## src/rtl/mc_control_if.sv

```systemverilog
// Control/status bundle between the multicycle controller and its datapath.
// The controller owns the strobes and status; the datapath supplies decode fields and acks.
interface mc_control_if;
   logic [6:0]  opcode;
   logic [2:0]  funct3;
   logic        zero;
   logic        mem_ready;
   logic        mem_req;
   logic        mem_we;
   logic        mem_addr_sel;
   logic        ir_we;
   logic        pc_we;
   logic        pc_src;
   logic        tgt_we;
   logic        alu_src_b;
   logic [1:0]  alu_op;
   logic        reg_we;
   logic        wb_sel;
   logic        illegal;
   logic [2:0]  state;
   logic [31:0] instret;

   modport master (
      input  opcode, funct3, zero, mem_ready,
      output mem_req, mem_we, mem_addr_sel, ir_we, pc_we, pc_src, tgt_we,
             alu_src_b, alu_op, reg_we, wb_sel, illegal, state, instret
   );

   modport slave (
      output opcode, funct3, zero, mem_ready,
      input  mem_req, mem_we, mem_addr_sel, ir_we, pc_we, pc_src, tgt_we,
             alu_src_b, alu_op, reg_we, wb_sel, illegal, state, instret
   );
endinterface

```

## src/rtl/mc_control.sv

```systemverilog
// Multicycle RV32 subset controller: fetch/decode/exec/mem/writeback sequencing,
// sticky trap on unsupported encodings, and a retired-instruction counter.
//
// state  | meaning
// FETCH  | request instruction word, wait for mem_ready
// DECODE | legality check, latch branch target
// EXEC   | ALU operation; branches resolve and retire here
// MEM    | data access for lw/sw, wait for mem_ready
// WB     | register-file write
// TRAP   | unsupported instruction, held until rst
module mc_control (
   input logic       clk,
   input logic       rst,
   mc_control_if.master bus
);
   localparam logic [2:0] FETCH  = 3'd0;
   localparam logic [2:0] DECODE = 3'd1;
   localparam logic [2:0] EXEC   = 3'd2;
   localparam logic [2:0] MEM    = 3'd3;
   localparam logic [2:0] WB     = 3'd4;
   localparam logic [2:0] TRAP   = 3'd5;

   logic [2:0]  state_q, state_d;
   logic [31:0] instret_q;
   logic        is_lw, is_sw, is_br, is_r, is_i, legal, br_taken, retire;
   logic        s_mem_req, s_mem_we, s_ir_we, s_pc_we, s_tgt_we, s_reg_we;
   logic        s_addr_sel, s_pc_src, s_src_b, s_wb_sel;
   logic [1:0]  s_alu_op;

   assign is_lw = (bus.opcode == 7'b0000011);
   assign is_sw = (bus.opcode == 7'b0100011);
   assign is_br = (bus.opcode == 7'b1100011);
   assign is_r  = (bus.opcode == 7'b0110011);
   assign is_i  = (bus.opcode == 7'b0010011);
   assign legal = is_lw | is_sw | is_r | is_i |
                  (is_br & ((bus.funct3 == 3'b000) | (bus.funct3 == 3'b001)));
   assign br_taken = ((bus.funct3 == 3'b000) &  bus.zero) |
                     ((bus.funct3 == 3'b001) & ~bus.zero);

   always_comb begin
      state_d    = state_q;
      s_mem_req  = 1'b0;
      s_mem_we   = 1'b0;
      s_addr_sel = 1'b0;
      s_ir_we    = 1'b0;
      s_pc_we    = 1'b0;
      s_pc_src   = 1'b0;
      s_tgt_we   = 1'b0;
      s_src_b    = 1'b0;
      s_alu_op   = 2'b00;
      s_reg_we   = 1'b0;
      s_wb_sel   = 1'b0;
      retire     = 1'b0;
      case (state_q)
         FETCH: begin
            s_mem_req = 1'b1;
            if (bus.mem_ready) begin
               s_ir_we = 1'b1;
               s_pc_we = 1'b1;
               state_d = DECODE;
            end
         end
         DECODE: begin
            s_tgt_we = 1'b1;
            state_d  = legal ? EXEC : TRAP;
         end
         EXEC: begin
            if (is_lw | is_sw) begin
               s_src_b = 1'b1;
               state_d = MEM;
            end else if (is_br) begin
               s_alu_op = 2'b01;
               s_pc_we  = br_taken;
               s_pc_src = br_taken;
               retire   = 1'b1;
               state_d  = FETCH;
            end else if (is_r | is_i) begin
               s_src_b  = is_i;
               s_alu_op = 2'b10;
               state_d  = WB;
            end else begin
               state_d = FETCH;
            end
         end
         MEM: begin
            s_mem_req  = 1'b1;
            s_addr_sel = 1'b1;
            s_src_b    = 1'b1;
            s_mem_we   = is_sw;
            if (bus.mem_ready) begin
               retire  = is_sw;
               state_d = is_sw ? FETCH : WB;
            end
         end
         WB: begin
            s_reg_we = 1'b1;
            s_wb_sel = is_lw;
            s_src_b  = is_lw | is_sw | is_i;
            s_alu_op = is_br ? 2'b01 : ((is_r | is_i) ? 2'b10 : 2'b00);
            retire   = 1'b1;
            state_d  = FETCH;
         end
         TRAP:    state_d = TRAP;
         default: state_d = FETCH;
      endcase
   end

   always_ff @(posedge clk) begin
      if (rst) begin
         state_q   <= FETCH;
         instret_q <= 32'd0;
      end else begin
         state_q <= state_d;
         if (retire) instret_q <= instret_q + 32'd1;
      end
   end

   // Strobes are masked by rst so nothing fires while the controller is held.
   assign bus.mem_req      = s_mem_req & ~rst;
   assign bus.mem_we       = s_mem_we  & ~rst;
   assign bus.ir_we        = s_ir_we   & ~rst;
   assign bus.pc_we        = s_pc_we   & ~rst;
   assign bus.tgt_we       = s_tgt_we  & ~rst;
   assign bus.reg_we       = s_reg_we  & ~rst;
   assign bus.mem_addr_sel = s_addr_sel;
   assign bus.pc_src       = s_pc_src;
   assign bus.alu_src_b    = s_src_b;
   assign bus.alu_op       = s_alu_op;
   assign bus.wb_sel       = s_wb_sel;
   assign bus.illegal      = (state_q == TRAP);
   assign bus.state        = state_q;
   assign bus.instret      = instret_q;
endmodule

```

## src/flat_wrapper.sv

```systemverilog
// flat-port wrapper written by rule: the top's interface ports become plain ports
module mc_control_flat 
  (clk, rst, bus_opcode, bus_funct3, bus_zero, bus_mem_ready, bus_mem_req, bus_mem_we, bus_mem_addr_sel, bus_ir_we, bus_pc_we, bus_pc_src, bus_tgt_we, bus_alu_src_b, bus_alu_op, bus_reg_we, bus_wb_sel, bus_illegal, bus_state, bus_instret);
  mc_control_if bus_i ();
  input logic clk;
  input logic rst;
  input wire logic [$bits(bus_i.opcode)-1:0] bus_opcode;
  input wire logic [$bits(bus_i.funct3)-1:0] bus_funct3;
  input wire logic [$bits(bus_i.zero)-1:0] bus_zero;
  input wire logic [$bits(bus_i.mem_ready)-1:0] bus_mem_ready;
  output wire logic [$bits(bus_i.mem_req)-1:0] bus_mem_req;
  output wire logic [$bits(bus_i.mem_we)-1:0] bus_mem_we;
  output wire logic [$bits(bus_i.mem_addr_sel)-1:0] bus_mem_addr_sel;
  output wire logic [$bits(bus_i.ir_we)-1:0] bus_ir_we;
  output wire logic [$bits(bus_i.pc_we)-1:0] bus_pc_we;
  output wire logic [$bits(bus_i.pc_src)-1:0] bus_pc_src;
  output wire logic [$bits(bus_i.tgt_we)-1:0] bus_tgt_we;
  output wire logic [$bits(bus_i.alu_src_b)-1:0] bus_alu_src_b;
  output wire logic [$bits(bus_i.alu_op)-1:0] bus_alu_op;
  output wire logic [$bits(bus_i.reg_we)-1:0] bus_reg_we;
  output wire logic [$bits(bus_i.wb_sel)-1:0] bus_wb_sel;
  output wire logic [$bits(bus_i.illegal)-1:0] bus_illegal;
  output wire logic [$bits(bus_i.state)-1:0] bus_state;
  output wire logic [$bits(bus_i.instret)-1:0] bus_instret;
  assign bus_i.opcode = bus_opcode;
  assign bus_i.funct3 = bus_funct3;
  assign bus_i.zero = bus_zero;
  assign bus_i.mem_ready = bus_mem_ready;
  assign bus_mem_req = bus_i.mem_req;
  assign bus_mem_we = bus_i.mem_we;
  assign bus_mem_addr_sel = bus_i.mem_addr_sel;
  assign bus_ir_we = bus_i.ir_we;
  assign bus_pc_we = bus_i.pc_we;
  assign bus_pc_src = bus_i.pc_src;
  assign bus_tgt_we = bus_i.tgt_we;
  assign bus_alu_src_b = bus_i.alu_src_b;
  assign bus_alu_op = bus_i.alu_op;
  assign bus_reg_we = bus_i.reg_we;
  assign bus_wb_sel = bus_i.wb_sel;
  assign bus_illegal = bus_i.illegal;
  assign bus_state = bus_i.state;
  assign bus_instret = bus_i.instret;
  mc_control u_core (.clk(clk), .rst(rst), .bus(bus_i));
endmodule
```

## config.mk

```make
export PLATFORM = sky130hd
export DESIGN_NAME = mc_control_flat
export DESIGN_NICKNAME = d
export VERILOG_FILES = /design/src/rtl/mc_control_if.sv /design/src/rtl/mc_control.sv /design/src/flat_wrapper.sv
export SDC_FILE = /design/constraint.sdc
export NUM_CORES = 1
export LEC_CHECK = 0
export BUFFER_PORTS_ARGS = -buffer_cell sky130_fd_sc_hd__clkbuf_2
export CAP_MARGIN = 20
export CORE_MARGIN = 2
export CORE_UTILIZATION = 55
export CTS_BUF_LIST = sky130_fd_sc_hd__clkbuf_2
export DETAILED_ROUTE_END_ITERATION = 8
export GPL_ROUTABILITY_DRIVEN = 0
export PLACE_DENSITY_LB_ADDON = 0.2
export SYNTH_ARGS = -nofsm -noshare
export SYNTH_HDL_FRONTEND = slang
export SYNTH_SLANG_ARGS = --single-unit
```

## constraint.sdc

```tcl
create_clock -name clk -period 4.35 [get_ports clk]
set_input_delay 0.6525 -clock clk [delete_from_list [all_inputs] [get_ports clk]]
set_output_delay 0.6525 -clock clk [all_outputs]
set_load 0.02 [all_outputs]
```

# Word-level counts from Yosys, hierarchy flattened
# Index checks and enable logic that the tools add are counted.
# Widths: inputs -> output; s select.
dict set report totals {
  inputBits 14
  out_inout_bits 48
  register_bits 35
  elab_cells 71
}
dict set report classes {
  addsub 1
  eq_ne 13
  n_reduce_logical 4
  n_bitwise 19
  mux 32
}
# operator count
set op_table {}
lappend op_table {{$add 32x1->32 const B} 1}
lappend op_table {{$mux 3} 7}
lappend op_table {{$mux 1} 17}
lappend op_table {{$pmux 3 s5} 1}
lappend op_table {{$eq 7x6->1 const B} 2}
lappend op_table {{$and 1x1->1} 9}
lappend op_table {{$or 1x1->1} 8}
lappend op_table {{$eq 7x2->1 const B} 1}
lappend op_table {{$eq 7x5->1 const B} 1}
lappend op_table {{$eq 7x7->1 const B} 1}
lappend op_table {{$eq 3x1->1 const B} 2}
lappend op_table {{$eq 3x2->1 const B} 2}
lappend op_table {{$eq 3x3->1 const B} 2}
lappend op_table {{$logic_not 3->1} 2}
lappend op_table {{$mux 2} 3}
lappend op_table {{$pmux 1 s3} 2}
lappend op_table {{$ne 2x2->1 const B} 2}
lappend op_table {{$pmux 2 s2} 1}
lappend op_table {{$not 1->1} 2}
lappend op_table {{$pmux 1 s2} 1}
lappend op_table {{$reduce_and 2->1} 1}
lappend op_table {{$reduce_or 2->1} 1}

# Depth between registers and ports, before layout
# Gate-level depths: netlist of run 1.
dict set report depth {
  word_depth 7
  ltp_mapped 7
  mapped_depth_nobuf 6
}

# Worst setup path after synthesis of run 1
# OpenSTA, ideal clock, no wires.
dict set report synth_timing {
  path_type {input-to-output}
  start {input bus_opcode[2]}
  end {output bus_pc_we}
  slack_ps 1298
  cell_stages 6
  path_buffers 2
  arrival_ps 2399
  cell_sequence {nand4bb_1 -> buf_4 -> nor4_4 -> clkbuf_1 -> nor4b_2 -> o21a_1}
}
dict set report synth_via {
  elab_chain_len 5
  word_cells_on_any_way 8
  classes_between {3 x eq/ne; 3 x mux; 2 x bitwise}
}
# item line_no
set synth_rtl {}
lappend synth_rtl {{start, declared} flat_wrapper.sv:7} ;# input wire logic [$bits(bus_i.opcode)-1:0] bus_opcode;
lappend synth_rtl {{$eq 7x7->1, or another cell as far along} mc_control.sv:32} ;# assign is_br = (bus.opcode == 7'b1100011);
lappend synth_rtl {{$mux 1 / $or 1x1->1 (equally long branches)} {mc_control.sv:71, mc_control.sv:68}}
lappend synth_rtl {{$mux 1 *} mc_control.sv:68} ;# if (is_lw | is_sw) begin
lappend synth_rtl {{$pmux 1 s2 *} mc_control.sv:54} ;# case (state_q)
lappend synth_rtl {{$and 1x1->1 *} mc_control.sv:122} ;# assign bus.pc_we = s_pc_we & ~rst;
lappend synth_rtl {{end, declared} flat_wrapper.sv:15} ;# output wire logic [$bits(bus_i.pc_we)-1:0] bus_pc_we;
# Mark *: on every way between the ends. The rest lies on a longest branch, timed or not.

# Final worst setup path of run 1
# Ends and elaborated chain as after synthesis.

==> results of run 1 <==
-- per-stage QoR --
stage / setup slack [ps] / instances / power (mW)
finish: 1119 / 365 / 0.6715
global route: 957.1 / 365 / 0.7056
CTS: 1146 / 365 / 0.6739
detailed placement: 1148 / 357 / 0.4716
global placement: 1226 / 357 / 0.4685
floorplan: 1298 / 260 / 0.4362
-- cells by family after synthesis --
kind of cell / share of synthesized area
simple gates: 0.3455
compound gates: 0.2148
flops: 0.3296
buf+inv: 0.05356
xor+xnor: 0.04532
mux: 0.005297
fa+ha+maj: 0.005885
-- state kept, by name, indices dropped and copies added, names as in the netlist --
register	count
u_core.bus.instret	32
u_core.bus.state	3
-- worst max path at each step --
stage / startpoint / endpoint / slack [ps]
6_report: bus_opcode[2] / bus_pc_we / 1120
5_1_grt: bus_opcode[2] / bus_pc_we / 960
4_1_cts: bus_opcode[2] / bus_pc_we / 1150
2_1_floorplan: bus_opcode[2] / bus_pc_we / 1300
3_5_place_dp: bus_opcode[2] / bus_pc_we / 1150
3_3_place_gp: bus_opcode[2] / bus_pc_we / 1230
-- power by group --
group          total, mW  switching [mW]  internal [mW]
Sequential         0.350          0.0217          0.328
Clock              0.206           0.112         0.0946
Combinational      0.115          0.0729         0.0424
-- final cells by class --
type	count	area (sq um)
tap	48	60.06
clock inverter	3	38.79
inverter	14	52.55
multi-input combinational	198	1311
timing repair buffer	62	312.8
fill	360	1187
sequential	35	700.7
clock buffer	5	25.02
-- cells in the final DEF (no fill, tap or decap), types with 8 or more instances in the layout --
cell type,n
nand2_1,14
a21oi_1,21
inv_1,14
or3_1,8
o21a_1,8
nor2_1,19
clkbuf_2,66
dfxtp_1,35
nand4_1,10
nor3_1,9
nand3_1,8
-- worst register-to-register path: stages, from the launching register on --
cell	delay, ps
dfxtp_1	670
nand3_1	210
nor4_4	500
o311ai_1	140
buf_4	210
or4_1	510
a21oi_1	140
-- per-layer routing --
metal  GRT usage  vias up  part of all wire
li1            -     1090                 -
met4      0.1020        0             0.015
met2      0.4050       85              0.46
met1      0.3351     1055              0.45
met3     0.05792        8             0.073
met5           0        -                 0
==> results.yml, run 1 <==
clock_network:
  clk_pin_slew_ps: 180
  cts_inserted_buffers: 5
  clock-sinks: 35
  hold_buffers: 0
  postCtsSetupBuffers: 0
  clkLatencyLatePin_ps: 410
  cts_resized: 0
  htreeDepth: 2
  clock_path_buffers: 2
  cts_tree: "built"
  cts_root_buffer: "clkbuf_2"
routing:
  via_per_inst: 6.132
  drc: 0
  wl_per_cell_um: 14.32
  antenna_left: 0
  dr.pass1.iters: 4
  drtIter0Drc: 147
  num_vias: 2238
  drt_wl_total_mm: 5.227
logic_synthesis:
  synthTopCellsByArea: "dfxtp_1 (33%), a21oi_1 (4.9%), nor2_1 (3.4%)"
  synth_area_per_cell_sq_um: 8.176
  synth_cells: 260
  synthDominantCellAreaShare: 0.3296
  ys.flop_type: "dfxtp_1"
  synthDistinctLibCells: 58
  synth_top_cell_by_area: "dfxtp_1"
  ys_top_cells_by_count: "dfxtp_1 (35), a21oi_1 (21), nor2_1 (19)"
  seq_area_frac_synth: 0.3296
  synth_edf_count: 0
  syn_nets: 275
  yosysMostFrequentCell: "dfxtp_1"
  syn_area_sq_um: 2126
  ys_seq_elements: 35
  async_reset_ff_frac: 0
  yosys_warnings: 0
cells_and_area:
  drive_above_1_share: 0.2587
  nNetsFinal: 331
  area_growth_pct: 17.66
  stdcell_area_sq_um: 2501
  final_core_util: 0.6781
  n_antenna_cell: 0
pwr:
  power_density_nw_per_um2: 268.5
  p_leak_nw: 0.9483
  max-vdd-ir-drop_uv: 234.7
floorplan:
  ios: 62
  start_util: 0.5763
  die_area_sq_um: 4378
  core_sq_um: 3689
  die_h_um: 66.17
  dieWidth_um: 66.17
  rows: 22
grt:
  antenna_found_initial: 0
  grt_first_pass_wirelength_mm: 8.756
  grtUsageTotal: 0.2558
  grt_pass1_vias: 1936
  grt_overflow_total: 0
  grt_max_degree: 36
worst_setup_path:
  ff2ff_path_depth: 6
  crit_required_ps: 3700
  r2r_slack_ps: 1930
  cp.arrival_ps: 2580
  cp_top_family: "simple AND/OR/NAND/NOR gates"
  crit_type: "input pin to output port"
  cp-start-kind: "input pin"
  critical_path.slowest_cell: "nor4_4"
  reg2reg_to: "u_core.bus.instret[27]$_SDFFE_PP0P_"
  worstPathCellList: "clkbuf_2, nand4bb_1, nor4_4, nor4b_2, o21a_1, clkbuf_2"
  path_depth: 6
  path_common_cell: "clkbuf_2"
  critPathBufInv: 2
  endpoint_kind: "output port"
  crit_fanout: 14
  max_stage_delay_ps: 730
  r2r_start: "u_core.bus.state[0]$_SDFFE_PP0P_"
status:
  status: "complete, no violations"
hold_path:
  whs_endpoint: "u_core.bus.instret[29]$_SDFFE_PP0P_"
  hold_start: "u_core.bus.instret[29]$_SDFFE_PP0P_"
  hold_class: "flop to flop"
  min_path_cells: 2
sta:
  setup_viol: 0
  timing.hold.ws_ps: 506.3
  tightest_slew_ps: 923.7
  finalCriticalPeriod_ps: 3231
  max_freq_mhz: 309.5
  hold_viol: 0
  skew_ps: 31.40
  setup_tns_ps: 0
  rsz0062_at_grt: "no"
  slew_viol_final: 0
  relSlewSlack: 0.3808
  finalCritPeriodShare: 0.7427
placed_design:
  port_buffers: 61
  placed_area_sq_um: 2437
  place_hpwl_mm: 3.729
flow_run:
  cap_violations: 0
Power figures use the tool's default switching activity.
==> inputs of run 2 (changes only) <==
--- a/config.mk
+++ b/config.mk
@@ -8,7 +8,7 @@
 export BUFFER_PORTS_ARGS = -buffer_cell sky130_fd_sc_hd__clkbuf_2
 export CAP_MARGIN = 20
 export CORE_MARGIN = 2
-export CORE_UTILIZATION = 55
+export CORE_UTILIZATION = 54
 export CTS_BUF_LIST = sky130_fd_sc_hd__clkbuf_2
 export DETAILED_ROUTE_END_ITERATION = 8
 export GPL_ROUTABILITY_DRIVEN = 0
==> constraint.sdc (replaced) <==
create_clock -name clk -period 3.09 [get_ports clk]
set_input_delay 0.4635 -clock clk [delete_from_list [all_inputs] [get_ports clk]]
set_output_delay 0.4635 -clock clk [all_outputs]
set_load 0.02 [all_outputs]
==> results.yml, run 2 (same netlist as run 1, synthesis figures left out) <==
clock_network:
  cts_inserted_buffers: 5
  hold_buffers: 0
  cts_tree: "built"
  clk_pin_slew_ps: 180
  clock-sinks: 35
  postCtsSetupBuffers: 0
  clock_path_buffers: 2
  htreeDepth: 2
  clkLatencyLatePin_ps: 420
  cts_root_buffer: "clkbuf_2"
  cts_resized: 0
placed_design:
  place_inst: 359
  place_hpwl_mm: 3.730
  dp_worst_setup_slack_ps: 497.3
  port_buffers: 61
sta:
  fin_ws_ps: 534.9
  finalCriticalPeriod_ps: 2555
  rsz0062_at_grt: "no"
  finalCritPeriodShare: 0.8269
  setup_tns_ps: 0
  relSlewSlack: 0.3483
  skew_ps: 30.11
  tightest_slew_ps: 972.2
  slew_viol_final: 0
  setup_viol: 0
  max_freq_mhz: 391.4
  hold_viol: 0
cells_and_area:
  largest_register_ffs: 32
  area_growth_pct: 18.60
  final_common_cell: "clkbuf_2"
  fillers: 345
  multi_input_area_sq_um: 1311
  n_antenna_cell: 0
  seq_area_sq_um: 700.7
  final_cells: 367
  layout_common_cells: "clkbuf_2 (66), dfxtp_1 (35), a21oi_1 (21), nor2_1 (19)"
  nNetsFinal: 333
  drive_above_1_share: 0.2665
worst_setup_path:
  crit_fanout: 14
  cp.arrival_ps: 2090
  cp-start-kind: "flop"
  crit_required_ps: 2630
  endpoint_kind: "output port"
  crit_type: "flop to output port"
routing:
  dr.pass1.iters: 4
  via_per_inst: 5.918
  num_vias: 2172
  drtIter0Drc: 282
  drc: 0
  drt_wl_total_mm: 5.114
  wl_per_cell_um: 13.93
  antenna_left: 0
grt:
  grtUsageTotal: 0.2464
  grt_max_degree: 36
  grt_pass1_vias: 1844
  grt_overflow_total: 0
  grt_first_pass_wirelength_mm: 8.514
  antenna_found_initial: 0
floorplan:
  rows: 22
  start_util: 0.5721
  dieWidth_um: 66.74
  die_h_um: 66.74
  die_area_sq_um: 4454
  ios: 62
  core_sq_um: 3716
pwr:
  power_density_nw_per_um2: 381.1
  max-vdd-ir-drop_uv: 289.5
  p_leak_nw: 0.9618
status:
  status: "complete, no violations"
hold_path:
  hold_class: "input pin to flop"
flow_run:
  cap_violations: 0
run 2: cell count changes in the layout (fill, tap and decap cells not counted), sizes merged:
| cell | delta |
|---|---|
| buf | +2 |
run 2: where the power goes:
| group | switching (mW) | leakage [nW] | total, mW | internal [mW] |
|---|---|---|---|---|
| Combinational | 0.101 | 0.637 | 0.160 | 0.0596 |
| Sequential | 0.0314 | 0.282 | 0.493 | 0.462 |
| Clock | 0.170 | 0.0429 | 0.307 | 0.137 |
| Total | 0.302 | 0.962 | 0.961 | 0.658 |
run 2: per-stage QoR:
stage | total power, mW | area (sq um) | hold slack, ps | util
6_report | 0.9607 | 2521 | 321.2 | 0.6785
4_1_cts | 0.9643 | 2521 | 311.4 | 0.6785
2_1_floorplan | 0.6140 | 2126 | 552.7 | -
5_1_grt | 1.004 | 2521 | 330.6 | 0.6785
3_3_place_gp | 0.6599 | 2452 | 477.7 | 0.6599
3_5_place_dp | 0.6622 | 2452 | 480.1 | 0.6599
run 2: per-layer routing:
metal,track usage,share of wire
met5,0,0
met3,0.04561,0.065
met1,0.3365,0.46
met4,0.07908,0.011
met2,0.3913,0.47
run 2: area by class of cell:
cell class,count,area share
clock inverter,3,0.01737
multi-input combinational,198,0.5201
sequential,35,0.2779
inverter,14,0.02084
timing repair buffer,64,0.1300
tap,48,0.02382
clock buffer,5,0.009926
run 2: worst paths after layout:
| kind | start | to | slack (ps) | cells past startpoint |
|---|---|---|---|---|
| worst min-delay path | bus_mem_ready | u_core.bus.state[1]$_SDFFE_PP0P_ | 320 | 2 |
| worst max register to register | u_core.bus.state[2]$_SDFFE_PP0P_ | u_core.bus.instret[27]$_SDFFE_PP0P_ | 720 | 6 |
| worst min register to register | u_core.bus.instret[29]$_SDFFE_PP0P_ | u_core.bus.instret[29]$_SDFFE_PP0P_ | 500 | 2 |
| worst max-delay path | u_core.bus.state[2]$_SDFFE_PP0P_ | bus_alu_src_b | 530 | 5 |
run 2: worst max-delay path: stages, from the launching register on:
cell      delay [ps]
dfxtp_1          540
nand2b_1         130
nor2_1           590
o211ai_1         150
nand2_1          110
clkbuf_2         170
==> inputs of run 3 (changes only) <==
==> constraint.sdc (replaced) <==
create_clock -name clk -period 2.67 [get_ports clk]
set_input_delay 0.4005 -clock clk [delete_from_list [all_inputs] [get_ports clk]]
set_output_delay 0.4005 -clock clk [all_outputs]
set_load 0.02 [all_outputs]
==> results.yml, run 3 (same netlist as run 1, synthesis figures left out) <==
sta:
  rsz0062_at_grt: "no"
  skew_ps: 21.25
  finalCriticalPeriod_ps: 2420
  max_freq_mhz: 413.3
  relSlewSlack: 0.3478
  slew_viol_final: 0
  finalCritPeriodShare: 0.9063
  setup_viol: 0
  setup_tns_ps: 0
  hold_viol: 0
  timing.hold.ws_ps: 262.0
  tightest_slew_ps: 973.0
routing:
  num_vias: 2223
  antenna_left: 0
  drtIter0Drc: 179
  wl_per_cell_um: 14.23
  drt_wl_total_mm: 5.292
  dr.pass1.iters: 4
  drc: 0
  via_per_inst: 5.976
placed_design:
  port_buffers: 61
  place_inst: 363
  placed_area_sq_um: 2482
  place_hpwl_mm: 3.761
cells_and_area:
  drive_above_1_share: 0.2778
  layout_common_cells: "clkbuf_2 (66), dfxtp_1 (35), a21oi_1 (21), nor2_1 (19)"
  n_antenna_cell: 0
  final_common_cell: "clkbuf_2"
  nNetsFinal: 338
  fillers: 332
  area_growth_pct: 21.37
  stdcell_area_sq_um: 2580
  final_cells: 372
  largest_register_ffs: 32
pwr:
  clkPwrFrac: 0.365
  p_sw_frac: 0.2886
  sequentialPowerShare: 0.457
  power_density_nw_per_um2: 472.4
  p_comb_frac: 0.178
  switchingPower_mw: 0.3517
  total_power_mw: 1.219
  p_leak_nw: 0.9910
  p_int_mw: 0.8670
  max-vdd-ir-drop_uv: 271.7
worst_setup_path:
  crit_fanout: 10
  max_stage_delay_ps: 550
  cp.arrival_ps: 2020
  worstPathCellList: "nand2b_4, nor4_4, nor4b_2, o21a_1, clkbuf_2"
  critical_path.slowest_cell: "dfxtp_1"
  cp_top_family: "simple AND/OR/NAND/NOR gates"
  critPathBufInv: 1
  crit_type: "flop to output port"
  crit_required_ps: 2270
  endpoint_kind: "output port"
  cp-start-kind: "flop"
clock_network:
  clock_path_buffers: 2
  cts_root_buffer: "clkbuf_2"
  clkLatencyLatePin_ps: 400
  clk_pin_slew_ps: 190
  hold_buffers: 0
  clock-sinks: 35
  cts_tree: "built"
  cts_inserted_buffers: 5
  postCtsSetupBuffers: 0
  cts_resized: 0
  htreeDepth: 2
floorplan:
  ios: 62
  rows: 22
  start_util: 0.5721
  die_area_sq_um: 4454
  core_sq_um: 3716
  dieWidth_um: 66.74
  die_h_um: 66.74
grt:
  grt_overflow_total: 0
  antenna_found_initial: 0
  grtUsageTotal: 0.2590
  grt_first_pass_wirelength_mm: 9.004
  grt_max_degree: 23
  grt_pass1_vias: 1980
status:
  status: "complete, no violations"
flow_run:
  cap_violations: 0
hold_path:
  hold_class: "input pin to flop"
run 3: final timing paths:
path                                                     startpoint                             endpoint  slack [ps]  cells past startpoint
worst min register to register  u_core.bus.instret[29]$_SDFFE_PP0P_  u_core.bus.instret[29]$_SDFFE_PP0P_         520                      2
worst max-delay path               u_core.bus.state[1]$_SDFFE_PP0P_                            bus_pc_we         250                      5
worst min-delay path                                  bus_mem_ready     u_core.bus.state[1]$_SDFFE_PP0P_         260                      2
worst max register to register     u_core.bus.state[1]$_SDFFE_PP0P_  u_core.bus.instret[11]$_SDFFE_PP0P_         390                      6
run 3: through the flow:
stage	utilization	setup slack, ps
2_1_floorplan	-	121.7
3_3_place_gp	0.6680	317.9
3_5_place_dp	0.6680	226.4
4_1_cts	0.6929	212.4
5_1_grt	0.6943	75.90
6_report	0.6943	250.2
run 3: cell type report:
cell class	count	area, sq um	area share
repair buffers	69	362.8	0.1406
multi-input cells	198	1311	0.5082
clock buffers	5	25.02	0.009699
flip-flops and latches	35	700.7	0.2716
inverters	14	52.55	0.02037
clock inverters	3	67.56	0.02619
well taps	48	60.06	0.02328
run 3: layer usage:
layer  global-route usage  vias up  wire length (um)
li1                     -     1105                 -
met1               0.3385     1029              2382
met2               0.4300       82              2509
met3              0.05068        7               348
met4              0.07653        0                53
met5                    0        -                 0
run 3: power by group through the flow:
stage	clock network, mW	logic [mW]	registers (mW)
after detailed placement	0	0.215	0.567
after global routing	0.474	0.237	0.561
after global placement	0	0.212	0.567
after CTS	0.454	0.216	0.558
after floorplan	0	0.133	0.578
final	0.445	0.217	0.557
run 3: worst reg2reg max path, delay by kind of cell (launching register included):
family                 cells  cell delay (ps)
buffers and inverters      1              190
AO/OA/AOI/OAI              2              420
flip-flops                 1              550
AND/OR/NAND/NOR            3             1080
